`src/rtl/tt_pg_ctrl_pkg.sv`:
```
// Purpose: shared types, default dwell constants and per-state output decode for the power-gate sequencer.
// Latency: n/a (types and constants only).
// Backpressure: n/a. Optional feature macro: TT_PG_PWRGOOD_EN (affects tt_pg_ctrl_seq only).
package tt_pg_ctrl_pkg;

  typedef enum logic [2:0] {
    OFF,
    RAMP,
    RST_REL,
    ON,
    ISO,
    RST_ASSERT
  } pg_state_e;

  localparam int DEF_CNT_W          = 8;
  localparam int DEF_RAMP_CYCLES    = 64;
  localparam int DEF_RST_CYCLES     = 4;
  localparam int DEF_ISO_CYCLES     = 4;
  localparam int DEF_OFF_CYCLES     = 16;
  localparam int DEF_TIMEOUT_CYCLES = 255;

  // Pins driven straight from state; busy and err need history so live elsewhere.
  typedef struct packed {
    logic pg_ctrl;
    logic dom_rst;
    logic iso_n;
    logic pwr_on;
  } pg_out_t;

  localparam pg_out_t OUT_OFF     = '{pg_ctrl: 1'b0, dom_rst: 1'b1, iso_n: 1'b0, pwr_on: 1'b0};
  localparam pg_out_t OUT_RAMP    = '{pg_ctrl: 1'b1, dom_rst: 1'b1, iso_n: 1'b0, pwr_on: 1'b0};
  localparam pg_out_t OUT_RST_REL = '{pg_ctrl: 1'b1, dom_rst: 1'b0, iso_n: 1'b0, pwr_on: 1'b0};
  localparam pg_out_t OUT_ON      = '{pg_ctrl: 1'b1, dom_rst: 1'b0, iso_n: 1'b1, pwr_on: 1'b1};
  localparam pg_out_t OUT_ISO     = '{pg_ctrl: 1'b1, dom_rst: 1'b0, iso_n: 1'b0, pwr_on: 1'b0};
  localparam pg_out_t OUT_RST_AS  = '{pg_ctrl: 1'b1, dom_rst: 1'b1, iso_n: 1'b0, pwr_on: 1'b0};

  // Unknown encodings fall back to the safe powered-off pattern.
  function automatic pg_out_t state_out(input pg_state_e s);
    case (s)
      OFF:        return OUT_OFF;
      RAMP:       return OUT_RAMP;
      RST_REL:    return OUT_RST_REL;
      ON:         return OUT_ON;
      ISO:        return OUT_ISO;
      RST_ASSERT: return OUT_RST_AS;
      default:    return OUT_OFF;
    endcase
  endfunction

endpackage

```
`src/rtl/tt_pg_ctrl_seq_if.sv`:
```
// Purpose: request/status bundle between mux control logic (master) and the power-gate sequencer (slave).
// Latency: n/a (wiring only).
// Backpressure: none; en_req is a level request. pwr_good/err exist only with TT_PG_PWRGOOD_EN.
interface tt_pg_ctrl_seq_if;

  logic en_req;
  logic pg_ctrl;
  logic dom_rst;
  logic iso_n;
  logic pwr_on;
  logic busy;
`ifdef TT_PG_PWRGOOD_EN
  logic pwr_good;
  logic err;

  modport master (output en_req, output pwr_good,
                  input pg_ctrl, input dom_rst, input iso_n, input pwr_on, input busy, input err);
  modport slave  (input en_req, input pwr_good,
                  output pg_ctrl, output dom_rst, output iso_n, output pwr_on, output busy, output err);
`else
  modport master (output en_req,
                  input pg_ctrl, input dom_rst, input iso_n, input pwr_on, input busy);
  modport slave  (input en_req,
                  output pg_ctrl, output dom_rst, output iso_n, output pwr_on, output busy);
`endif

endinterface

```
`src/rtl/tt_pg_sync2.sv`:
```
// Purpose: 2-FF synchronizer for the asynchronous pwr_good sense; exists only with TT_PG_PWRGOOD_EN.
// Latency: 2 clk cycles from a stable input to q.
// Backpressure: none.
`ifdef TT_PG_PWRGOOD_EN
module tt_pg_sync2 (
  input  logic clk,
  input  logic rst,
  input  logic d,
  output logic q
);

  logic meta_q, meta_d;
  logic sync_q, sync_d;

  // Shift the sample one stage per clock.
  always_comb begin
    meta_d = d;
    sync_d = meta_q;
  end

  // Synchronizer stages; reset reads as "power not good".
  always_ff @(posedge clk or posedge rst) begin
    if (rst) begin
      meta_q <= 1'b0;
      sync_q <= 1'b0;
    end else begin
      meta_q <= meta_d;
      sync_q <= sync_d;
    end
  end

  assign q = sync_q;

endmodule
`endif

```
`src/rtl/tt_pg_ctrl_seq.sv`:
```
// Purpose: sequences power switch, domain reset and isolation for one gated domain (macro TT_PG_PWRGOOD_EN adds pwr_good gating + err).
// Latency: outputs registered; power-up RAMP+RST cycles after en_req rise, power-down ISO+RST cycles after fall.
// Backpressure: en_req is only honoured in ON or dwell-expired OFF; busy flags when a request would be deferred.
module tt_pg_ctrl_seq
  import tt_pg_ctrl_pkg::*;
#(
  parameter int CNT_W          = DEF_CNT_W,
  parameter int RAMP_CYCLES    = DEF_RAMP_CYCLES,
  parameter int RST_CYCLES     = DEF_RST_CYCLES,
  parameter int ISO_CYCLES     = DEF_ISO_CYCLES,
  parameter int OFF_CYCLES     = DEF_OFF_CYCLES
`ifdef TT_PG_PWRGOOD_EN
  ,
  parameter int TIMEOUT_CYCLES = DEF_TIMEOUT_CYCLES
`endif
) (
  input  logic             clk,
  input  logic             rst,
  tt_pg_ctrl_seq_if.slave  bus
);

  // Counter holds "cycles left minus one"; a state exits on the edge where it reads zero.
`ifdef TT_PG_PWRGOOD_EN
  // RAMP counts down from the timeout; the minimum ramp has elapsed once cnt <= RAMP_LEFT.
  localparam logic [CNT_W-1:0] LD_RAMP   = CNT_W'(TIMEOUT_CYCLES - 1);
  localparam logic [CNT_W-1:0] RAMP_LEFT = CNT_W'(TIMEOUT_CYCLES - RAMP_CYCLES);
`else
  localparam logic [CNT_W-1:0] LD_RAMP   = CNT_W'(RAMP_CYCLES - 1);
`endif
  localparam logic [CNT_W-1:0] LD_RST = CNT_W'(RST_CYCLES - 1);
  localparam logic [CNT_W-1:0] LD_ISO = CNT_W'(ISO_CYCLES - 1);
  localparam logic [CNT_W-1:0] LD_OFF = CNT_W'(OFF_CYCLES - 1);

  pg_state_e        state_q, state_d;
  logic [CNT_W-1:0] cnt_q, cnt_d;
  pg_out_t          out_q, out_d;
  logic             busy_q, busy_d;
  logic             cnt_zero;

`ifdef TT_PG_PWRGOOD_EN
  logic err_q, err_d;
  logic pwr_good_s;
  logic timeout;

  tt_pg_sync2 u_pwr_good_sync (
    .clk (clk),
    .rst (rst),
    .d   (bus.pwr_good),
    .q   (pwr_good_s)
  );
`endif

  assign cnt_zero = (cnt_q == '0);

  // State, dwell counter and output registers; reset drops power at once.
  always_ff @(posedge clk or posedge rst) begin
    if (rst) begin
      state_q <= OFF;
      cnt_q   <= '0;
      out_q   <= OUT_OFF;
      busy_q  <= 1'b0;
`ifdef TT_PG_PWRGOOD_EN
      err_q   <= 1'b0;
`endif
    end else begin
      state_q <= state_d;
      cnt_q   <= cnt_d;
      out_q   <= out_d;
      busy_q  <= busy_d;
`ifdef TT_PG_PWRGOOD_EN
      err_q   <= err_d;
`endif
    end
  end

  // Next state: en_req only matters in ON and in a dwell-expired OFF.
  always_comb begin
    state_d = state_q;
`ifdef TT_PG_PWRGOOD_EN
    timeout = 1'b0;
`endif
    case (state_q)
      OFF:        if (cnt_zero && bus.en_req) state_d = RAMP;
`ifdef TT_PG_PWRGOOD_EN
      RAMP: begin
        if (pwr_good_s && (cnt_q <= RAMP_LEFT)) begin
          state_d = RST_REL;
        end else if (cnt_zero) begin
          state_d = RST_ASSERT;
          timeout = 1'b1;
        end
      end
`else
      RAMP:       if (cnt_zero) state_d = RST_REL;
`endif
      RST_REL:    if (cnt_zero) state_d = ON;
      ON:         if (!bus.en_req) state_d = ISO;
      ISO:        if (cnt_zero) state_d = RST_ASSERT;
      RST_ASSERT: if (cnt_zero) state_d = OFF;
      default:    state_d = OFF;
    endcase
  end

  // Dwell reload on entry, output decode of the state being entered, busy/err bookkeeping.
  always_comb begin
    cnt_d = cnt_q;
    if (state_d != state_q) begin
      case (state_d)
        RAMP:       cnt_d = LD_RAMP;
        RST_REL:    cnt_d = LD_RST;
        RST_ASSERT: cnt_d = LD_RST;
        ISO:        cnt_d = LD_ISO;
        OFF:        cnt_d = LD_OFF;
        default:    cnt_d = '0;
      endcase
    end else if (!cnt_zero) begin
      cnt_d = cnt_q - CNT_W'(1);
    end

    out_d = state_out(state_d);

    // Staying in OFF with the counter already at zero means the full dwell has passed.
    if (state_d == OFF) begin
      busy_d = !((state_q == OFF) && cnt_zero);
    end else begin
      busy_d = (state_d != ON);
    end

`ifdef TT_PG_PWRGOOD_EN
    err_d = err_q;
    if (timeout) begin
      err_d = 1'b1;
    end else if ((state_d == ON) && (state_q != ON)) begin
      err_d = 1'b0;
    end
`endif
  end

  assign bus.pg_ctrl = out_q.pg_ctrl;
  assign bus.dom_rst = out_q.dom_rst;
  assign bus.iso_n   = out_q.iso_n;
  assign bus.pwr_on  = out_q.pwr_on;
  assign bus.busy    = busy_q;
`ifdef TT_PG_PWRGOOD_EN
  assign bus.err     = err_q;
`endif

endmodule

```
`src/flat_wrapper.sv`:
```
// flat-port wrapper written by rule: the top's interface ports become plain ports
module tt_pg_ctrl_seq_flat import tt_pg_ctrl_pkg::*;
#(
  parameter int CNT_W          = DEF_CNT_W,
  parameter int RAMP_CYCLES    = DEF_RAMP_CYCLES,
  parameter int RST_CYCLES     = DEF_RST_CYCLES,
  parameter int ISO_CYCLES     = DEF_ISO_CYCLES,
  parameter int OFF_CYCLES     = DEF_OFF_CYCLES

)
  (clk, rst, bus_en_req, bus_pg_ctrl, bus_dom_rst, bus_iso_n, bus_pwr_on, bus_busy);
  tt_pg_ctrl_seq_if bus_i ();
  input  logic clk;
  input  logic rst;
  input wire logic [$bits(bus_i.en_req)-1:0] bus_en_req;
  output wire logic [$bits(bus_i.pg_ctrl)-1:0] bus_pg_ctrl;
  output wire logic [$bits(bus_i.dom_rst)-1:0] bus_dom_rst;
  output wire logic [$bits(bus_i.iso_n)-1:0] bus_iso_n;
  output wire logic [$bits(bus_i.pwr_on)-1:0] bus_pwr_on;
  output wire logic [$bits(bus_i.busy)-1:0] bus_busy;
  assign bus_i.en_req = bus_en_req;
  assign bus_pg_ctrl = bus_i.pg_ctrl;
  assign bus_dom_rst = bus_i.dom_rst;
  assign bus_iso_n = bus_i.iso_n;
  assign bus_pwr_on = bus_i.pwr_on;
  assign bus_busy = bus_i.busy;
  tt_pg_ctrl_seq #(.CNT_W(CNT_W), .RAMP_CYCLES(RAMP_CYCLES), .RST_CYCLES(RST_CYCLES), .ISO_CYCLES(ISO_CYCLES), .OFF_CYCLES(OFF_CYCLES)) u_core (.clk(clk), .rst(rst), .bus(bus_i));
endmodule
```
`config.mk`:
```
export PLATFORM = sky130hd
export DESIGN_NAME = tt_pg_ctrl_seq_flat
export DESIGN_NICKNAME = d
export VERILOG_FILES = /design/src/rtl/tt_pg_ctrl_pkg.sv /design/src/rtl/tt_pg_ctrl_seq_if.sv /design/src/rtl/tt_pg_sync2.sv /design/src/rtl/tt_pg_ctrl_seq.sv /design/src/flat_wrapper.sv
export SDC_FILE = /design/constraint.sdc
export NUM_CORES = 1
export LEC_CHECK = 0
export CELL_PAD_IN_SITES_DETAIL_PLACEMENT = 2
export CELL_PAD_IN_SITES_GLOBAL_PLACEMENT = 2
export CORE_MARGIN = 2
export CORE_UTILIZATION = 30
export DETAILED_ROUTE_END_ITERATION = 12
export PLACE_DENSITY = 0.76
export SLEW_MARGIN = 20
export SYNTH_ARGS = -nofsm -noshare
export SYNTH_HDL_FRONTEND = slang
export SYNTH_SLANG_ARGS = --single-unit
```
`constraint.sdc`:
```
create_clock -name clk -period 2.5 [get_ports clk]
set_input_delay 0.5 -clock clk [delete_from_list [all_inputs] [get_ports clk]]
set_output_delay 0.5 -clock clk [all_outputs]
set_load 0.05 [all_outputs]
```
==> results of run 1 <==
## cell usage in the layout (no fill, tap or decap), drive strengths merged, types with 2 or more instances in the layout
cell type      count
a21boi             3
a21oi              9
a31oi              4
and3               2
clkbuf             3
clkdlybuf4s50      7
dfrtp             14
inv                3
nand2              6
nand2b             5
nand3              4
nand3b             2
nor2              12
nor2b              3
nor3               6
o211ai             2
o21ai              6
o32a               2
or4                2
## worst paths after layout
kind,start,end,slack [ps],depth (start not counted)
setup / recovery,u_core.bus.dom_rst,bus_dom_rst,360,1
hold / removal,rst,u_core.bus.pg_ctrl,560,2
setup reg to reg,u_core.cnt_q[0],u_core.cnt_q[5],400,7
hold reg to reg,u_core.cnt_q[0],u_core.cnt_q[0],600,1
max in group asynchronous,rst,u_core.cnt_q[0],1530,2
min in group clk,u_core.cnt_q[0],u_core.cnt_q[0],600,1
## where the power goes
group | switching [W] | total, W | internal (W)
logic | 0.000139 | 0.000232 | 0.0000925
clock network | 0.000100 | 0.000161 | 0.0000612
registers | 0.0000877 | 0.000375 | 0.000287
## final cells by class
class / instances / area share, %
well taps: 46 / 5.12
clock inverters: 1 / 0.667
clock buffers: 3 / 2.00
multi-input cells: 86 / 51.5
flip-flops and latches: 15 / 33.5
inverters: 3 / 1.00
repair buffers: 7 / 6.23
## Yosys cell counts, drive strengths merged (2+ instances only)
cell type	n	area [sq um]
dfrtp	14	350
nor2	12	61.3
a21oi	9	48.8
nand2	6	30.0
nor3	6	35.0
o21ai	6	30.0
buf	5	32.5
nand2b	5	31.3
a31oi	4	25.0
nand3	4	20.0
a21boi	3	22.5
clkbuf	3	41.3
inv	3	11.3
nor2b	3	18.8
and3	2	13.8
nand3b	2	15.0
o211ai	2	15.0
o32a	2	20.0
or4	2	15.0
## cell families (layout without fill, tap and decap cells)
kind of cell / count (synthesis) / in the layout / synth area share (%)
compound gates: 34 / 34 / 22.6
mux: 1 / 1 / 0.962
fa+ha+maj: 1 / 1 / 1.20
xor+xnor: 2 / 2 / 1.68
buf+inv: 11 / 14 / 8.17
simple gates: 48 / 48 / 29.2
flops: 15 / 15 / 36.2
## through the flow
step | cells | total power (W) | util (%)
final | 161 | 0.000768 | 33.7
after CTS | 161 | 0.000780 | 33.7
after global placement | 157 | 0.000599 | 32.8
after global routing | 161 | 0.000818 | 33.7
after floorplan | 112 | 0.000562 | -
after detailed placement | 157 | 0.000612 | 32.8
## state kept, by name, summed over array words and instances (netlist names)
| register | cells |
|---|---|
| u_core.bus.busy | 1 |
| u_core.cnt_q | 8 |
| u_core.bus.iso_n | 1 |
| u_core.bus.dom_rst | 1 |
| u_core.state_q | 3 |
| u_core.bus.pg_ctrl | 1 |
## per-layer routing
layer | track usage, % | vias up | wire length, um
li1 | - | 422 | -
met1 | 19.5 | 433 | 1360
met2 | 26.2 | 14 | 1340
met3 | 2.52 | 7 | 55
met4 | 10.6 | 0 | 96
met5 | 0 | - | 0
==> run_results.csv, run 1 <==
group,metric,value,unit
logic_synthesis,synthArstFlopShare,100,%
cts,root_buffer,"clkbuf_4",
logic_synthesis,synth_seq_area_share,36.2,%
cts,post-cts-setup-buffers,0,
critical_path,worstPathArrival,1640,ps
critical_path,crit_chain,"clkdlybuf4s50_1",
run,maxCapViolations,0,
critical_path,slowest_delay,790,ps
cts,cts_hold_buf,0,
floorplanning,start_util,31.2,%
global_route,grt_pass1_wl,4860,um
placed_design,placed_area,1090,sq um
global_route,grt_max_degree,21,
critical_path,cp-end-kind,"output port",
floorplanning,die_w,62.9,um
sta,skew,3.68,ps
power_and_ir_drop,cellPowerDensity,682,nW/um^2
sta,slew_headroom,55.6,%
sta,rsz0062_at_grt,"no",
finish,multi_input_area,579,sq um
placed_design,portBuffers,7,
critical_path,crit_fanout,1,
finish,fillers,387,
power_and_ir_drop,ir_worst_vdd,331,uV
routing,via_per_inst,5.44,
cts,clkSinkCount,15,
sta,fin_crit_sh,85.6,%
logic_synthesis,syn-num-nets,116,
logic_synthesis,synthCells,112,
routing,via_count,876,
floorplanning,die_height,62.9,um
sta,timing.final.ws_setup,360,ps
routing,first_pass_iters,4,
routing,drcViolationCount,0,
critical_path,worst-path-buf-inv,1,
cts,cts_max_path_buffers,2,
outcome,status,"complete, no violations",
sta,tightestPinTransition,667,ps
placed_design,place_hpwl,2070,um
sta,fin_tns_setup,0,ps
routing,initialDrtViolationCount,20,
global_route,antenna_found_initial,0,
cts,ctsResizeCount,0,
cts,cts_tree,"done",
logic_synthesis,synth_area,1040,sq um
logic_synthesis,synth_edf_count,0,
routing,routed_wl,2850,um
cts,clock_latency,310,ps
routing,drt-wirelength-per-cell,17.7,um
finish,design_area,1120,sq um
cts,clk_pin_slew_worst_paths,110,ps
logic_synthesis,ys_ff_latch,15,
placed_design,dpl_worst_slack,348,ps
global_route,grt_usage,16.1,%
finish,syn_to_final_growth,8.05,%
power_and_ir_drop,cellLeakagePower,0.430,nW
sta,max_freq,467,MHz
logic_synthesis,yosys.cell_types.count,45,
routing,drtAntennaViolNets,0,
placed_design,globalplace.congestion,0.795,
floorplanning,ios,8,
finish,diodes,0,
cts,h-tree-depth,1,
floorplanning,num_rows,21,
floorplanning,coreArea,3340,sq um
finish,layout-drive-gt1-share,12.2,%
sta,holdWs,563,ps
logic_synthesis,yosys_warnings,0,
logic_synthesis,synth-main-ff-cell,"dfrtp_1",
global_route,overflow,0,
logic_synthesis,avgSynthCellArea,9.29,sq um
worst_hold_path,min_path_type,"in -> async",
critical_path,crit_type,"reg -> out",
finish,seqCellArea,377,sq um
critical_path,startpoint_type,"flip-flop",
sta,period_needed,2140,ps
sta,setup_viol,0,
sta,final_hold_viol_count,0,
critical_path,cp.required,2000,ps
sta,final_max_slew_viol_count,0,
finish,finalNetCount,120,
global_route,grt_pass1_vias,958,
cts,cts_made_buffers,3,
floorplanning,dieArea,3960,sq um
critical_path,slowest_stage,"clkdlybuf4s50_1",
critical_path,cp_top_family,"buffers and inverters",
Power figures use the tool's default switching activity.
==> run 2, diff against run 1 <==
--- a/config.mk
+++ b/config.mk
@@ -10,8 +10,10 @@
 export CORE_MARGIN = 2
 export CORE_UTILIZATION = 30
 export DETAILED_ROUTE_END_ITERATION = 12
-export PLACE_DENSITY = 0.76
+export HOLD_SLACK_MARGIN = 0.02
+export PLACE_DENSITY = 0.77
 export SLEW_MARGIN = 20
 export SYNTH_ARGS = -nofsm -noshare
 export SYNTH_HDL_FRONTEND = slang
+export SYNTH_HIERARCHICAL = 1
 export SYNTH_SLANG_ARGS = --single-unit
==> run 2 against run 1 <==
Final cell count unchanged. Clock power shrank 7%. Synthesized cell count shrank 0.89%. Hold slack gained 9.2 ps. Non-clock buffer count increased by 2. Global-route usage rose by 0.52 points. Power fell by 16%. Wire length decreased by 3.3%. Critical path depth stayed put. Sequential share of layout area grew 0.26 points. Critical endpoint unchanged.
==> run_results.csv, run 2 <==
group,metric,value,unit
cts,cts_hold_buf,0,
logic_synthesis,yosys.cell_types.count,44,
placed_design,portBuffers,7,
routing,drt-wirelength-per-cell,17.1,um
sta,final_max_slew_viol_count,0,
critical_path,slowest_delay,790,ps
power_and_ir_drop,cellPowerDensity,578,nW/um^2
cts,cts_made_buffers,3,
logic_synthesis,synth_commonest_cells,"dfrtp_1 (14), nor2_1 (8), a21oi_1 (7), nand2_1 (7), o21ai_0 (7)",
finish,layout.cells.most_common_list,"dfrtp_1 (14), nor2_1 (8)",
routing,routed_wl,2750,um
finish,layout-drive-gt1-share,16.2,%
routing,drcViolationCount,0,
finish,diodes,0,
power_and_ir_drop,sw_frac_of_total,35.6,%
floorplanning,ios,8,
global_route,grt_usage,16.6,%
cts,root_buffer,"clkbuf_4",
logic_synthesis,synthCells,111,
floorplanning,coreArea,3080,sq um
cts,cts_max_path_buffers,2,
sta,setup_viol,0,
critical_path,r2r_slack,440,ps
routing,via_count,886,
power_and_ir_drop,ir_worst_vdd,235,uV
cts,h-tree-depth,1,
power_and_ir_drop,seq_power_share,50.8,%
global_route,grt_pass1_wl,4540,um
sta,fin_crit_sh,84.5,%
critical_path,r2r_start,"u_core/cnt_q[0]",
global_route,grt_max_degree,20,
routing,first_pass_iters,4,
floorplanning,die_height,61.1,um
finish,reg_top3,"u_core/cnt_q: 8 flops, u_core/state_q: 3 flops",
critical_path,crit_chain,"clkdlybuf4s50_1",
logic_synthesis,ys_ff_latch,15,
critical_path,cp.required,2000,ps
floorplanning,dieArea,3740,sq um
routing,initialDrtViolationCount,14,
finish,largest_reg_flops,8,
power_and_ir_drop,power,0.000646,W
power_and_ir_drop,internal_power,0.000416,W
placed_design,globalplace.congestion,0.842,
critical_path,crit_fanout,1,
cts,clkSinkCount,15,
floorplanning,start_util,31.8,%
finish,final_util,36.3,%
logic_synthesis,avgSynthCellArea,8.83,sq um
logic_synthesis,yosys_warnings,6,
sta,final_hold_viol_count,0,
sta,holdWs,572,ps
run,maxCapViolations,0,
critical_path,rr_worst_depth,6,
finish,finalNetCount,122,
sta,fin_tns_setup,0,ps
global_route,grt_pass1_vias,929,
logic_synthesis,synth-main-ff-cell,"dfrtp_1",
floorplanning,num_rows,20,
cts,clock_latency,290,ps
cts,cts_tree,"done",
routing,via_per_inst,5.50,
logic_synthesis,synth_area,980,sq um
power_and_ir_drop,p_switching,0.000230,W
finish,syn_to_final_growth,13.9,%
sta,max_freq,474,MHz
power_and_ir_drop,p_clk_share,23.1,%
sta,period_needed,2110,ps
sta,slew_headroom,58.6,%
routing,drtAntennaViolNets,0,
placed_design,place_hpwl,2000,um
floorplanning,die_w,61.1,um
critical_path,worst-path-buf-inv,1,
critical_path,rr_endpoint,"u_core/cnt_q[7]",
cts,post-cts-setup-buffers,0,
critical_path,crit_type,"reg -> out",
critical_path,worstPathArrival,1610,ps
critical_path,cp-end-kind,"output port",
logic_synthesis,syn-num-nets,115,
outcome,status,"complete, no violations",
sta,rsz0062_at_grt,"no",
logic_synthesis,synthArstFlopShare,100,%
critical_path,slowest_stage,"clkdlybuf4s50_1",
finish,final_common_cell,"dfrtp_1",
global_route,antenna_found_initial,0,
sta,tightestPinTransition,620,ps
logic_synthesis,post-synth-top-count-cell,"dfrtp_1",
global_route,overflow,0,
power_and_ir_drop,cellLeakagePower,0.439,nW
logic_synthesis,synth_edf_count,0,
logic_synthesis,yosys.area.top_type,"dfrtp_1",
logic_synthesis,yosysTopAreaCellShare,35.8,%
power_and_ir_drop,combPwrFrac,26.2,%
worst_hold_path,min_path_type,"in -> async",
logic_synthesis,synth_seq_area_share,38.4,%
critical_path,startpoint_type,"flip-flop",
logic_synthesis,synth_area_leaders,"dfrtp_1 (36%), a21oi_1 (3.6%), o21ai_0 (3.6%)",
critical_path,cp_top_family,"buffers and inverters",
finish,top_register,"u_core/cnt_q",
sta,skew,2.96,ps
cts,clk_pin_slew_worst_paths,100,ps
cts,ctsResizeCount,0,
-- run 2: changes by cell type after synthesis, sizes merged, moves of 3 or more --
cell / previous run / this run
nor2: 12 / 8
buf: 5 / 2
o31ai: 0 / 3
nand2b: 5 / 1
a21boi: 3 / 0
-- run 2: cells by family after synthesis --
kind of cell    synth area share [%]
flops                           38.4
buf+inv                         5.11
fa+ha+maj                       1.28
compound gates                  25.5
simple gates                    27.6
mux                             2.04
-- run 2: final cells by class --
class,instances,area [sq um]
Timing Repair Buffer,9,85.1
Sequential cell,15,377
Inverter,5,18.8
Multi-Input combinational cell,84,553
Clock buffer,3,22.5
Tap cell,44,55.1
Clock inverter,1,5.00
Fill cell,348,1960
-- run 2: how the worst max path moves through the flow --
stage / startpoint / to / slack [ps] / cells after the start
global route: u_core/cnt_q[0] / u_core/cnt_q[7] / 350 / 6
CTS: u_core/bus.dom_rst / bus_dom_rst / 360 / 1
detailed placement: bus_en_req / u_core/cnt_q[0] / 310 / 5
finish: u_core/bus.dom_rst / bus_dom_rst / 390 / 1
floorplan: u_core/cnt_q[0] / u_core/cnt_q[7] / 640 / 6
global placement: bus_en_req / u_core/cnt_q[0] / 380 / 5
-- run 2: power by group through the flow --
| stage | clock network (W) | logic [W] | registers [W] |
|---|---|---|---|
| 3_5_place_dp | 0 | 0.000171 | 0.000331 |
| 2_1_floorplan | 0 | 0.000128 | 0.000320 |
| 6_report | 0.000149 | 0.000169 | 0.000328 |
| 3_3_place_gp | 0 | 0.000161 | 0.000329 |
| 4_1_cts | 0.000159 | 0.000171 | 0.000326 |
| 5_1_grt | 0.000162 | 0.000193 | 0.000333 |
-- run 2: layer usage --
layer / track usage [%] / vias to the layer above / wire length (um)
met2: 26.0 / 4 / 1340
met5: 0 / - / 0
met1: 23.1 / 453 / 1360
met4: 7.14 / 0 / 21
li1: - / 427 / -
met3: 1.89 / 2 / 33
-- run 2: per-stage QoR --
step / area, sq um / cells / worst slack, ps
3_3_place_gp: 1090 / 157 / 381
4_1_cts: 1120 / 161 / 363
2_1_floorplan: 980 / 111 / 638
3_5_place_dp: 1090 / 157 / 309
6_report: 1120 / 161 / 389
5_1_grt: 1120 / 161 / 352
==> run 3, diff against run 2 <==
==> constraint.sdc (replaced) <==
create_clock -name clk -period 2.1 [get_ports clk]
set_input_delay 0.42 -clock clk [delete_from_list [all_inputs] [get_ports clk]]
set_output_delay 0.42 -clock clk [all_outputs]
set_load 0.05 [all_outputs]
==> run 3 against run 2 <==
Sequential share of layout area shrank 2.1 points. Sequential cell count unchanged. Critical path depth unchanged. Wire length is 7.6% higher. Global-route usage grew 1.4 points. Clock power is 24% higher. Hold slack worse by 83 ps. Via count rose by 5.2%. Combinational power up 53%. Largest power group unchanged.
==> run_results.csv, run 3 (synthesized netlist as in run 2, its figures left out) <==
group,metric,value,unit
outcome,status,"complete, no violations",
placed_design,globalplace.congestion,0.808,
placed_design,placed_area,1130,sq um
finish,design_area,1190,sq um
finish,final_cells,168,
critical_path,crit_type,"reg -> out",
finish,multi_input_area,573,sq um
finish,seqCellArea,378,sq um
global_route,antenna_found_initial,0,
cts,h-tree-depth,1,
finish,layout.cells.most_common_list,"dfrtp_1 (13), buf_4 (9), nor2_1 (8)",
floorplanning,die_w,61.1,um
critical_path,slowest_delay,790,ps
floorplanning,start_util,31.8,%
routing,routed_wl,2960,um
sta,timing.final.ws_setup,63.6,ps
finish,layout-drive-gt1-share,23.4,%
sta,final_hold_viol_count,0,
critical_path,cp.required,1680,ps
floorplanning,coreArea,3080,sq um
sta,slew_headroom,59.2,%
placed_design,place_inst,162,
global_route,grt_pass1_vias,1021,
finish,final_util,38.7,%
sta,fin_tns_setup,0,ps
cts,root_buffer,"clkbuf_4",
critical_path,cp_top_family,"buffers and inverters",
routing,initialDrtViolationCount,24,
floorplanning,ios,8,
routing,wl_met1,1350,um
sta,max_freq,491,MHz
finish,largest_reg_flops,8,
sta,final_max_slew_viol_count,0,
sta,fin_crit_sh,97.0,%
finish,reg_top3,"u_core/cnt_q: 8 flops, u_core/state_q: 3 flops",
power_and_ir_drop,cellPowerDensity,701,nW/um^2
routing,via_per_inst,5.55,
finish,finalNetCount,129,
critical_path,crit_fanout,1,
power_and_ir_drop,cellLeakagePower,0.465,nW
power_and_ir_drop,ir_worst_vdd,321,uV
run,maxCapViolations,0,
finish,fillers,348,
floorplanning,die_height,61.1,um
cts,clk_pin_slew_worst_paths,110,ps
sta,skew,10.5,ps
routing,drt-wirelength-per-cell,17.6,um
finish,final_common_cell,"dfrtp_1",
global_route,grt_pass1_wl,4930,um
critical_path,slowest_stage,"clkdlybuf4s50_1",
cts,clock_latency,300,ps
floorplanning,dieArea,3740,sq um
cts,cts_tree,"done",
critical_path,crit_chain,"clkdlybuf4s50_1",
critical_path,worst-path-buf-inv,1,
finish,diodes,0,
sta,tightestPinTransition,611,ps
global_route,grt_usage,18.0,%
sta,period_needed,2040,ps
cts,cts_max_path_buffers,2,
cts,cts_made_buffers,3,
sta,setup_viol,0,
sta,rsz0062_at_grt,"no",
placed_design,place_hpwl,2080,um
worst_hold_path,min_path_type,"in -> async",
floorplanning,num_rows,20,
cts,clkSinkCount,15,
routing,drtAntennaViolNets,0,
critical_path,worstPathArrival,1620,ps
critical_path,startpoint_type,"flip-flop",
routing,met2WireLength,1430,um
routing,first_pass_iters,4,
routing,via_count,932,
routing,drcViolationCount,0,
placed_design,portBuffers,7,
routing,top_layer,"met4",
critical_path,cp-end-kind,"output port",
global_route,overflow,0,
finish,syn_to_final_growth,21.7,%
global_route,grt_max_degree,18,
placed_design,dpl_worst_slack,32.6,ps
finish,top_register,"u_core/cnt_q",
routing,route.met3.wl,97,um
## run 3: path summary, 6_finish.rpt
kind | slack, ps | depth (start not counted) | from | end
setup / recovery | 60 | 1 | u_core/bus.dom_rst | bus_dom_rst
hold / removal | 490 | 2 | rst | u_core/bus.iso_n
setup reg to reg | 110 | 6 | u_core/cnt_q[1] | u_core/cnt_q[7]
hold reg to reg | 620 | 2 | u_core/cnt_q[0] | u_core/cnt_q[0]
max in group asynchronous | 1180 | 2 | rst | u_core/cnt_q[1]
min in group clk | 620 | 2 | u_core/cnt_q[0] | u_core/cnt_q[0]
## run 3: layout make-up
type	instances	area share [%]
clock buffer	3	1.89
multi-input combinational	84	48.1
clock inverter	1	0.630
inverter	5	1.57
tap	44	4.62
sequential	15	31.7
timing repair buffer	16	11.5
## run 3: where the power goes
| group | switching, W | internal [W] | total, W |
|---|---|---|---|
| clock | 0.000113 | 0.0000725 | 0.000185 |
| combinational | 0.000127 | 0.000132 | 0.000259 |
| sequential | 0.0000621 | 0.000329 | 0.000391 |
| total | 0.000302 | 0.000533 | 0.000835 |
## run 3: repair_timing
item                                    CTS  global route
endpoints found under the setup margin    1             3
gates resized for setup                   1             4
buffers inserted                          0             2
hold buffers                              0             0
## run 3: metrics by stage
step                      hold WS, ps  power, W
final                             489  0.000835
after global routing              525  0.000893
after CTS                         503  0.000793
after detailed placement          625  0.000598
after global placement            601  0.000586
after floorplan                   321  0.000533
## run 3: routing by layer
metal / up-vias / global-route usage (%)
li1: 442 / -
met1: 460 / 22.9
met3: 10 / 2.73
met5: - / 0
met4: 0 / 8.70
met2: 20 / 29.8
## run 3: worst reg2reg max path: stages, from the launching register on
cell and delay [ps]:
dfrtp_2 460, inv_1 100, ha_4 150, or3b_4 410
or4_4 540, a21oi_4 160, nor2_1 60
